## config.mk

```make
export PLATFORM = sky130hd
export DESIGN_NAME = periph_bus
export DESIGN_NICKNAME = d
export VERILOG_FILES = /design/src/rtl/periph_bus_pkg.sv /design/src/rtl/periph_timer.sv /design/src/rtl/periph_bus.sv
export SDC_FILE = /design/constraint.sdc
export NUM_CORES = 1
export LEC_CHECK = 0
export CORE_MARGIN = 3
export CORE_UTILIZATION = 60
export CTS_BUF_LIST = sky130_fd_sc_hd__clkbuf_8
export CTS_CLUSTER_DIAMETER = 150
export DETAILED_ROUTE_END_ITERATION = 6
export PLACE_DENSITY = 0.95
export SLEW_MARGIN = 20
export SYNTH_ARGS = -nofsm -noshare
export SYNTH_HDL_FRONTEND = slang
export SYNTH_HIERARCHICAL = 1
export SYNTH_SLANG_ARGS = --single-unit
```

## constraint.sdc

```tcl
create_clock -name clk -period 4.2 [get_ports clk]
set_input_delay 0.63 -clock clk [delete_from_list [all_inputs] [get_ports clk]]
set_output_delay 0.63 -clock clk [all_outputs]
set_load 0.02 [all_outputs]
```

## src/rtl/periph_bus_pkg.sv

```systemverilog
// Shared constants for the peripheral window: register word offsets and TCON bit positions.
package periph_bus_pkg;

  // Word index of each register, taken from Address[4:2]
  localparam logic [2:0] TH_OFF      = 3'd0;
  localparam logic [2:0] TL_OFF      = 3'd1;
  localparam logic [2:0] TCON_OFF    = 3'd2;
  localparam logic [2:0] LED_OFF     = 3'd3;
  localparam logic [2:0] SWITCH_OFF  = 3'd4;
  localparam logic [2:0] DIGI_OFF    = 3'd5;
  localparam logic [2:0] SYSTICK_OFF = 3'd6;

  localparam int TCON_W  = 3;
  localparam int TCON_EN = 0;
  localparam int TCON_IE = 1;
  localparam int TCON_IS = 2;

  localparam int DIGI_W = 12;

endpackage

```

## src/rtl/periph_timer.sv

```systemverilog
// Interval timer: TL counts up while enabled, reloads from TH on all-ones and latches the IRQ status.
module periph_timer
  import periph_bus_pkg::*;
(
  input  logic              clk,
  input  logic              reset,
  input  logic              i_wr_th,
  input  logic              i_wr_tl,
  input  logic              i_wr_tcon,
  input  logic [31:0]       i_wdata,
  output logic [31:0]       o_th,
  output logic [31:0]       o_tl,
  output logic [TCON_W-1:0] o_tcon
);

  logic [31:0]       r_th;
  logic [31:0]       r_tl;
  logic [TCON_W-1:0] r_tcon;
  logic              w_ovf;

  assign w_ovf = r_tcon[TCON_EN] && (r_tl == 32'hFFFF_FFFF);

  // CPU writes take precedence over the timer's own update of the same register,
  // so a TCON write on the overflow edge deliberately drops that interrupt.
  always_ff @(posedge clk) begin
    if (reset) begin
      r_th   <= '0;
      r_tl   <= '0;
      r_tcon <= '0;
    end else begin
      if (i_wr_th)
        r_th <= i_wdata;

      if (i_wr_tl)
        r_tl <= i_wdata;
      else if (w_ovf)
        r_tl <= r_th;
      else if (r_tcon[TCON_EN])
        r_tl <= r_tl + 32'd1;

      if (i_wr_tcon)
        r_tcon <= i_wdata[TCON_W-1:0];
      else if (w_ovf && r_tcon[TCON_IE])
        r_tcon[TCON_IS] <= 1'b1;
    end
  end

  assign o_th   = r_th;
  assign o_tl   = r_tl;
  assign o_tcon = r_tcon;

endmodule

```

## src/rtl/periph_bus.sv

```systemverilog
// Memory-mapped peripheral slave for the single-cycle core: timer, LEDs, 7-segment, switches, systick.
module periph_bus
  import periph_bus_pkg::*;
#(
  parameter logic [31:0] BASE_ADDR = 32'h4000_0000,
  parameter int          LED_W     = 8,
  parameter int          SW_W      = 8
) (
  input  logic              clk,
  input  logic              reset,
  input  logic              MemRead,
  input  logic              MemWrite,
  input  logic [31:0]       Address,
  input  logic [31:0]       WriteData,
  output logic [31:0]       ReadData,
  output logic              IRQ,
  output logic [LED_W-1:0]  leds,
  input  logic [SW_W-1:0]   switch,
  output logic [DIGI_W-1:0] digi
);

  logic [2:0]        w_off;
  logic              w_hit;
  logic              w_wr;
  logic [31:0]       w_th;
  logic [31:0]       w_tl;
  logic [TCON_W-1:0] w_tcon;

  logic [LED_W-1:0]  r_led;
  logic [DIGI_W-1:0] r_digi;
  logic [SW_W-1:0]   r_sw_meta;
  logic [SW_W-1:0]   r_sw_sync;
  logic [31:0]       r_systick;

  // Offset 0x1C is inside the window but has no register behind it
  assign w_off = Address[4:2];
  assign w_hit = (Address[31:5] == BASE_ADDR[31:5]) && (w_off != 3'd7);
  assign w_wr  = MemWrite && w_hit;

  periph_timer u_timer (
    .clk       (clk),
    .reset     (reset),
    .i_wr_th   (w_wr && (w_off == TH_OFF)),
    .i_wr_tl   (w_wr && (w_off == TL_OFF)),
    .i_wr_tcon (w_wr && (w_off == TCON_OFF)),
    .i_wdata   (WriteData),
    .o_th      (w_th),
    .o_tl      (w_tl),
    .o_tcon    (w_tcon)
  );

  always_ff @(posedge clk) begin
    if (reset) begin
      r_led     <= '0;
      r_digi    <= '0;
      r_sw_meta <= '0;
      r_sw_sync <= '0;
      r_systick <= '0;
    end else begin
      if (w_wr && (w_off == LED_OFF))
        r_led <= WriteData[LED_W-1:0];
      if (w_wr && (w_off == DIGI_OFF))
        r_digi <= WriteData[DIGI_W-1:0];
      r_sw_meta <= switch;
      r_sw_sync <= r_sw_meta;
      r_systick <= r_systick + 32'd1;
    end
  end

  always_comb begin
    ReadData = '0;
    if (MemRead && w_hit) begin
      case (w_off)
        TH_OFF:      ReadData = w_th;
        TL_OFF:      ReadData = w_tl;
        TCON_OFF:    ReadData = {{(32-TCON_W){1'b0}}, w_tcon};
        LED_OFF:     ReadData = {{(32-LED_W){1'b0}}, r_led};
        SWITCH_OFF:  ReadData = {{(32-SW_W){1'b0}}, r_sw_sync};
        DIGI_OFF:    ReadData = {{(32-DIGI_W){1'b0}}, r_digi};
        SYSTICK_OFF: ReadData = r_systick;
        default:     ReadData = '0;
      endcase
    end
  end

  assign IRQ  = w_tcon[TCON_IS];
  assign leds = r_led;
  assign digi = r_digi;

endmodule

```

# --- Word-level counts from Yosys, hierarchy flattened ---
# Cells that the tools add are included.
word_totals:
  reg_bits: 135
classes:
  n_addsub: 2
  n_eq_ne: 9
  n_reduce_logical: 13
  n_mux: 7
op_table:
  columns: ["op", "n"]
  rows:
  - ["$pmux W32 S7", 1]
  - ["$mux W32", 4]
  - ["$add A32 B1 Y32 const B", 2]
  - ["$eq A32 B32 Y1 const B", 1]
  - ["$eq A27 B26 Y1 const B", 1]
  - ["$logic_and A1 B1 Y1", 10]
  - ["$eq A3 B3 Y1 const B", 3]
  - ["$eq A3 B2 Y1 const B", 2]
  - ["$eq A3 B1 Y1 const B", 1]
  - ["$logic_not A3 Y1", 1]
  - ["$ne A3 B3 Y1 const B", 1]
  - ["$reduce_bool A3 Y1", 1]
  - ["$mux W1", 2]
  - ["$reduce_bool A2 Y1", 1]

# --- Longest topological paths before layout ---
logic_depth:
  ltp_word: 5
  ltp_mapped: 11
  mapped_depth_nobuf: 9

# --- Modules after synthesis ---
# The synthesis kept the hierarchy.
modules_own_cells:
  columns: ["mod", "area_per_inst_um2", "seq_area_each_um2", "cells_each", "n_inst"]
  rows:
  - ["periph_bus", 3933.8, 1361.3, 451, 1]
  - ["periph_timer", 3597.2, 1341.3, 432, 1]

# --- Worst setup path after synthesis ---
# No wires, ideal clock.
synth_path:
  path_kind: "input-to-output"
  startpoint: "in Address[2]"
  endpoint: "out ReadData[6]"
  arrival_time_ns: 2.152
  stages: 5
  slack_ns: 1.418
  path_buffers: 3
  cell_sequence: "buf_2 -> buf_1 -> clkbuf_1 -> a221oi_1 -> a211oi_1"
synth_via:
  elab_chain_len: 4
  word_cells_on_any_way: 12
  cone_classes: "eq/ne: 7; mux: 2; reduce/logical: 3"
synth_lines:
  columns: ["element", "line_no", "rtl"]
  rows:
  - ["from (decl)", "periph_bus.sv:13", "input logic [31:0] Address,"]
  - ["parallel branches: the longest is 3 deep, another holds $pmux W32 S7", null, null]
  - ["$mux W32 (*)", "periph_bus.sv:72", "if (MemRead && w_hit) begin"]
  - ["to (decl)", "periph_bus.sv:15", "output logic [31:0] ReadData,"]
# Mark *: on every way between the ends.

# --- Worst setup path in the final report ---
layout_path:
  startpoint: "in Address[7]"
  endpoint: "out ReadData[6]"
layout_via:
  elab_chain_len: 4
layout_lines:
  columns: ["element", "line_no", "rtl"]
  rows:
  - ["$eq A27 B26 Y1", "periph_bus.sv:37", "assign w_hit = (Address[31:5] == BASE_ADDR[31:5]) && (w_off != 3'd7);"]
  - ["$logic_and A1 B1 Y1", "periph_bus.sv:37", null]
  - ["$logic_and A1 B1 Y1", "periph_bus.sv:72", null]
  - ["$mux W32", "periph_bus.sv:72", null]
# Every way passes these cells.

==> flow_metrics.env <==
export IMPL_status="finished, violations left"
export IMPL_violations="design-rule violations"
export IMPL_pwr_density_cell_nw_per_um2=304
export IMPL_cts_tree="yes"
export IMPL_p_comb_frac=0.062
export IMPL_holdWs_ns=0.446
export IMPL_dieArea_sq_um=13900
export IMPL_die_x_um=118
export IMPL_p_leak_uw=0.00319
export IMPL_clockRootBuffer="clkbuf_8"
export IMPL_max_freq_mhz=258
export IMPL_synth_nets=961
export IMPL_nFillCells=804
export IMPL_netlist_area_sq_um=7530
export IMPL_final_cell_mix="dfxtp_1, clkdlybuf4s50_1, nor2_1"
export IMPL_slew_headroom=0.404
export IMPL_place_congestion=0.938
export IMPL_cts_hold_buffers=0
export IMPL_nets=1057
export IMPL_vias_per_cell=6.60
export IMPL_start_kind="input port"
export IMPL_power_frac_clock=0.483
export IMPL_dieHeight_um=118
export IMPL_dpl_worst_slack_ns=0.344
export IMPL_slew_violations=0
export IMPL_initialDrtViolationCount=1121
export IMPL_num_rows=40
export IMPL_wirelength_um=23800
export IMPL_skew_ns=0.00910
export IMPL_endpoint_kind="output pin"
export IMPL_synth_edff_count=0
export IMPL_fin_crit_sh=0.922
export IMPL_hold_viol_final=0
export IMPL_p_int_uw=2210
export IMPL_antenna_left=0
export IMPL_synth_area_leaders="dfxtp_1, mux2i_1, nor2_1"
export IMPL_cp_slowest_stage_delay_ns=0.67
export IMPL_n_antenna_cell=0
export IMPL_dr_pass1_iters=7
export IMPL_worst_pin_slew_ns=0.886
export IMPL_start_util=0.619
export IMPL_rsz0062_at_grt="no"
export IMPL_peakVddDrop_uv=452
export IMPL_crit_type="input port to output pin"
export IMPL_final_common_cell="dfxtp_1"
export IMPL_fin_ws_ns=0.329
export IMPL_core_sq_um=12200
export IMPL_crit_chain="clkdlybuf4s50_1 > nor4_1 > and4_1 > nand3_1 > a211oi_1 > clkdlybuf4s50_1"
export IMPL_grt_max_degree=55
export IMPL_track_usage=0.332
export IMPL_area_delta_synth_final_pct=24.6
export IMPL_yosysWarnings=6
export IMPL_synth_distinct_cells=62
export IMPL_drc=10
export IMPL_synth_top_cell_area_share=0.359
export IMPL_cp_data_required_time_ns=3.57
export IMPL_avgRoutedWirePerCell_um=20.5
export IMPL_cts_setup_buffers=0
export IMPL_sw_frac_of_total=0.224
export IMPL_holdCritPathClass="flop to flop"
export IMPL_drive_gt1_frac=0.107
export IMPL_clk_path_buf_depth=2
export IMPL_synth_seq_cells=135
export IMPL_setup_viol=0
export IMPL_synthArstFlopShare=0
export IMPL_via_count=7653
export IMPL_tns_ns=0
export IMPL_clock_sinks=135
export IMPL_yosysSeqAreaShare=0.359
export IMPL_seq_power_share=0.455
export IMPL_grt_overflow_total=0
export IMPL_ioPinCount=129
export IMPL_cts_resized=0
export IMPL_htreeDepth=4
export IMPL_crit_top_cell="clkdlybuf4s50_1"
export IMPL_antenna_found_initial=0
export IMPL_power_switching_uw=637
export IMPL_worstPathMaxFanout=13
export IMPL_worstPathArrival_ns=3.24
export IMPL_cp_slowest_cell="clkdlybuf4s50_1"
export IMPL_ys_flop_type="dfxtp_1"
export IMPL_port_buffers=126
export IMPL_cts_made_buffers=17
export IMPL_cap_violations=0
export IMPL_dp_hpwl_um=15700
export IMPL_dp_cells=1128
export IMPL_insertion_delay_ns=0.45
export IMPL_avgSynthCellArea_sq_um=8.53
export IMPL_fin_crit_ns=3.87
export IMPL_clk_pin_slew_ns=0.07
export IMPL_synthCells=883
export IMPL_grt_pass1_wl_um=37500
export IMPL_stdcell_count=1160
export IMPL_grt_pass1_vias=7070
export IMPL_yosysTopAreaCell="dfxtp_1"
[area by class of cell]
class | instances | area [sq um] | area share
flip-flops and latches | 135 | 2700 | 0.288
well taps | 168 | 210 | 0.0224
clock inverters | 15 | 275 | 0.0293
clock buffers | 17 | 234 | 0.0249
repair buffers | 143 | 1380 | 0.147
inverters | 12 | 45.0 | 0.00480
multi-input cells | 670 | 4530 | 0.483
[stage by stage]
stage                     power [uW]  cell area (sq um)  utilization
after floorplan                 1400               7530            -
after global placement          1490               8870        0.729
after detailed placement        1500               8870        0.729
after CTS                       2840               9380        0.771
after global routing            2930               9380        0.771
final                           2850               9380        0.771
[worst max-delay path, delay by kind of cell]
| family | cells | cell delay, ns |
|---|---|---|
| simple gates | 3 | 1.10 |
| buf+inv | 2 | 1.06 |
| compound gates | 1 | 0.44 |
[power by group through the flow]
stage / combinational [uW] / sequential [uW] / clock [uW]
2_1_floorplan: 76.0 / 1320 / 0
3_3_place_gp: 168 / 1320 / 0
3_5_place_dp: 171 / 1330 / 0
4_1_cts: 173 / 1300 / 1370
5_1_grt: 186 / 1300 / 1450
6_report: 176 / 1300 / 1380
[metal layers]
metal  GRT usage  vias up  part of all wire
li1            -     3449                 -
met1       0.426     3553              0.38
met2       0.522      548              0.46
met3       0.106      103              0.12
met4       0.130        0             0.039
met5           0        -                 0
[synth_stat cells, types with 6 or more instances]
| cell type | number |
|---|---|
| inv_1 | 12 |
| nand3_1 | 31 |
| nor2_1 | 105 |
| mux2i_1 | 63 |
| mux2_2 | 29 |
| nor4_1 | 20 |
| or3_1 | 6 |
| a22oi_1 | 26 |
| o22ai_1 | 16 |
| dfxtp_1 | 135 |
| a31oi_1 | 6 |
| o31ai_1 | 13 |
| a221oi_1 | 8 |
| clkbuf_1 | 45 |
| a21oi_1 | 54 |
| nand2_1 | 27 |
| nand4_1 | 20 |
| xnor2_1 | 19 |
| or4_1 | 13 |
| nand2b_1 | 32 |
| a211oi_1 | 6 |
| o21ai_0 | 21 |
| nor2b_1 | 26 |
| buf_1 | 7 |
| nor3_1 | 13 |
| xor2_1 | 11 |
| buf_2 | 12 |
| and3_1 | 33 |
| and4_1 | 8 |
[kinds of logic (layout without fill, tap and decap cells)]
logic type | count (synthesis) | after routing | synth area share
xor+xnor | 30 | 30 | 0.0349
simple gates | 360 | 360 | 0.261
mux | 95 | 95 | 0.136
compound gates | 183 | 183 | 0.164
buf+inv | 78 | 187 | 0.0424
fa+ha+maj | 2 | 2 | 0.00332
flops | 135 | 135 | 0.359
[registers in the layout, summed over array words and instances (netlist names)]
signal / flops
digi: 12
u_timer/o_tl: 32
r_sw_sync: 8
r_systick: 32
u_timer/o_th: 32
r_sw_meta: 8
u_timer/o_tcon: 3
leds: 8
[path summary, 6_finish.rpt]
check,endpoint,cells past startpoint,slack (ns),startpoint
max,ReadData[6],6,0.33,Address[7]
min reg2reg,r_sw_sync[2]$_SDFF_PP0_,1,0.45,r_sw_meta[2]$_SDFF_PP0_
max reg2reg,u_timer/o_tl[27]$_SDFFE_PP0P_,5,1.27,u_timer/o_tcon[0]$_SDFFE_PP0P_
min,r_sw_sync[2]$_SDFF_PP0_,1,0.45,r_sw_meta[2]$_SDFF_PP0_
No activity file was read; power rests on OpenSTA's default activity.
==> patch (same settings) <==
Add an input register stage for `Address`, without a reset; this delays it by one clock. The other inputs are not delayed to match.
--- a/src/rtl/periph_bus.sv
+++ b/src/rtl/periph_bus.sv
@@ -19,6 +19,12 @@
   output logic [DIGI_W-1:0] digi
 );
 
+  logic [31:0] Address_q;
+
+  always_ff @(posedge clk) begin
+    Address_q <= Address;
+  end
+
   logic [2:0]        w_off;
   logic              w_hit;
   logic              w_wr;
@@ -33,8 +39,8 @@
   logic [31:0]       r_systick;
 
   // Offset 0x1C is inside the window but has no register behind it
-  assign w_off = Address[4:2];
-  assign w_hit = (Address[31:5] == BASE_ADDR[31:5]) && (w_off != 3'd7);
+  assign w_off = Address_q[4:2];
+  assign w_hit = (Address_q[31:5] == BASE_ADDR[31:5]) && (w_off != 3'd7);
   assign w_wr  = MemWrite && w_hit;
 
   periph_timer u_timer (
Check against the original RTL: not equivalent (a bounded check fails within 4 cycles, from zero or initial values and one cycle with reset high).
==> patch against the original RTL <==
The flow still finishes with violations (design-rule violations); sequential cell count up 30; worst setup slack better by 0.11 ns; critical endpoint is now ReadData[29]; power up 2.7%; highest routed layer unchanged; clock power down 17%; cell area up 5.1%; wire length up 3.7%; area after synthesis up 8.2%.
==> patch: results (changes against the original RTL) <==
DR iter-0 viols=1367 (+22%); Worst Path Arrival=3.13 ns (-0.11 ns); ys flop type=dfxtp_1; top cells by count, synth=dfxtp_1 (165), nor2_1 (101), mux2i_1 (64); failing checks=design-rule violations; IR drop worst, VDD=0.000389 V (-14%); Synth area leaders=dfxtp_1 (41%), mux2i_1 (7.9%), nor2_1 (4.7%); met2 WL=11900 um (+8.4%); CP max stage delay=0.77 ns (+0.10 ns); status=finished with violations; Inst Count DP=1159 (+2.7%); Worst setup endpoint=ReadData[29]; Area Overhead vs Synth=21.0%; Synth Area in Compound Gates=15.6% (-0.81 points); Vias/cell=6.67 (+1.0%); WL met1=9240 um (+2.3%); post-DR wirelength/cell=20.7 um (+1.1%); largest net degree at the start of global routing=60 (+9.1%); register-to-register setup slack=1.12 ns (-0.15 ns); Crit Path Max Fanout=20 (+7); CP startpoint=Address_q[3]; Overall Global Routing Usage=33.2% (about the same); final setup margin=0.440 ns (+0.111 ns); Final HPWL DP=16500 um (+5.1%); met2 Use GR=54.3% (+2.1 points); global-route wire length before repair=38900 um (+3.7%); DRC=1 (-9); clock latency on the worst-skew pair=0.49 ns (+0.04 ns); total number of vias=7933 (+3.7%); Reg2Reg Depth=10 (+5); post-synthesis net count=993 (+3.3%); Mapped Cells=915 (+3.6%); Final Skew=0.0137 ns (+0.00463 ns); GR Layer Usage met3=7.83% (-2.8 points); Leakage=0.00334 uW (+5.0%); sequential share of the synthesized area=40.5% (+4.6 points); Internal=2130 uW (-3.7%); Synth cell types=59 (-4.8%); multiplexer area fraction after synthesis=12.8% (-0.77 points); fill cell count=851 (+5.8%); slowest CP cell=dfxtp_1; Post-Place Cell Area=9470 sq um (+6.7%); Max Used Layer=met4; clock-net power=1150 uW (-17%); worst-margin pin slew=1.04 ns (+0.152 ns); Place WS=0.980 ns (+0.636 ns); worst r2r dst=u_timer/o_tl[25]; clock slew at reported path FFs=0.10 ns (+0.03 ns); share of layout cells above drive strength 1=10.2% (-0.47 points); Synth Area in XOR/XNOR=2.90% (-0.59 points); number of global-route vias before repair=7196 (+1.8%)
-- patch: changes by cell type in the layout (fill, tap and decap cells not counted), sizes merged, moves of 4 or more --
cell,delta
xor2,-4
bufinv,-7
a21oi,+7
dfxtp,+30
inv,+8
and4,-4
nor2,-4
or4,+6
-- patch: final cells by class --
type,count,area share (%)
clock buffers,17,2.37
multi-input cells,670,46.0
repair buffers,141,13.9
well taps,172,2.18
inverters,11,0.419
flip-flops and latches,165,33.5
clock inverters,14,1.57
-- patch: how the worst min path moves through the flow --
| stage | end | slack, ns | startpoint | cells after the start |
|---|---|---|---|---|
| global route | r_sw_sync[6] | 0.47 | r_sw_meta[6] | 1 |
| CTS | r_sw_sync[4] | 0.45 | r_sw_meta[4] | 1 |
| detailed placement | r_sw_sync[4] | 0.43 | r_sw_meta[4] | 1 |
| finish | r_sw_sync[4] | 0.44 | r_sw_meta[4] | 1 |
| floorplan | r_sw_sync[0] | 0.41 | r_sw_meta[0] | 1 |
| global placement | r_sw_sync[1] | 0.42 | r_sw_meta[1] | 1 |
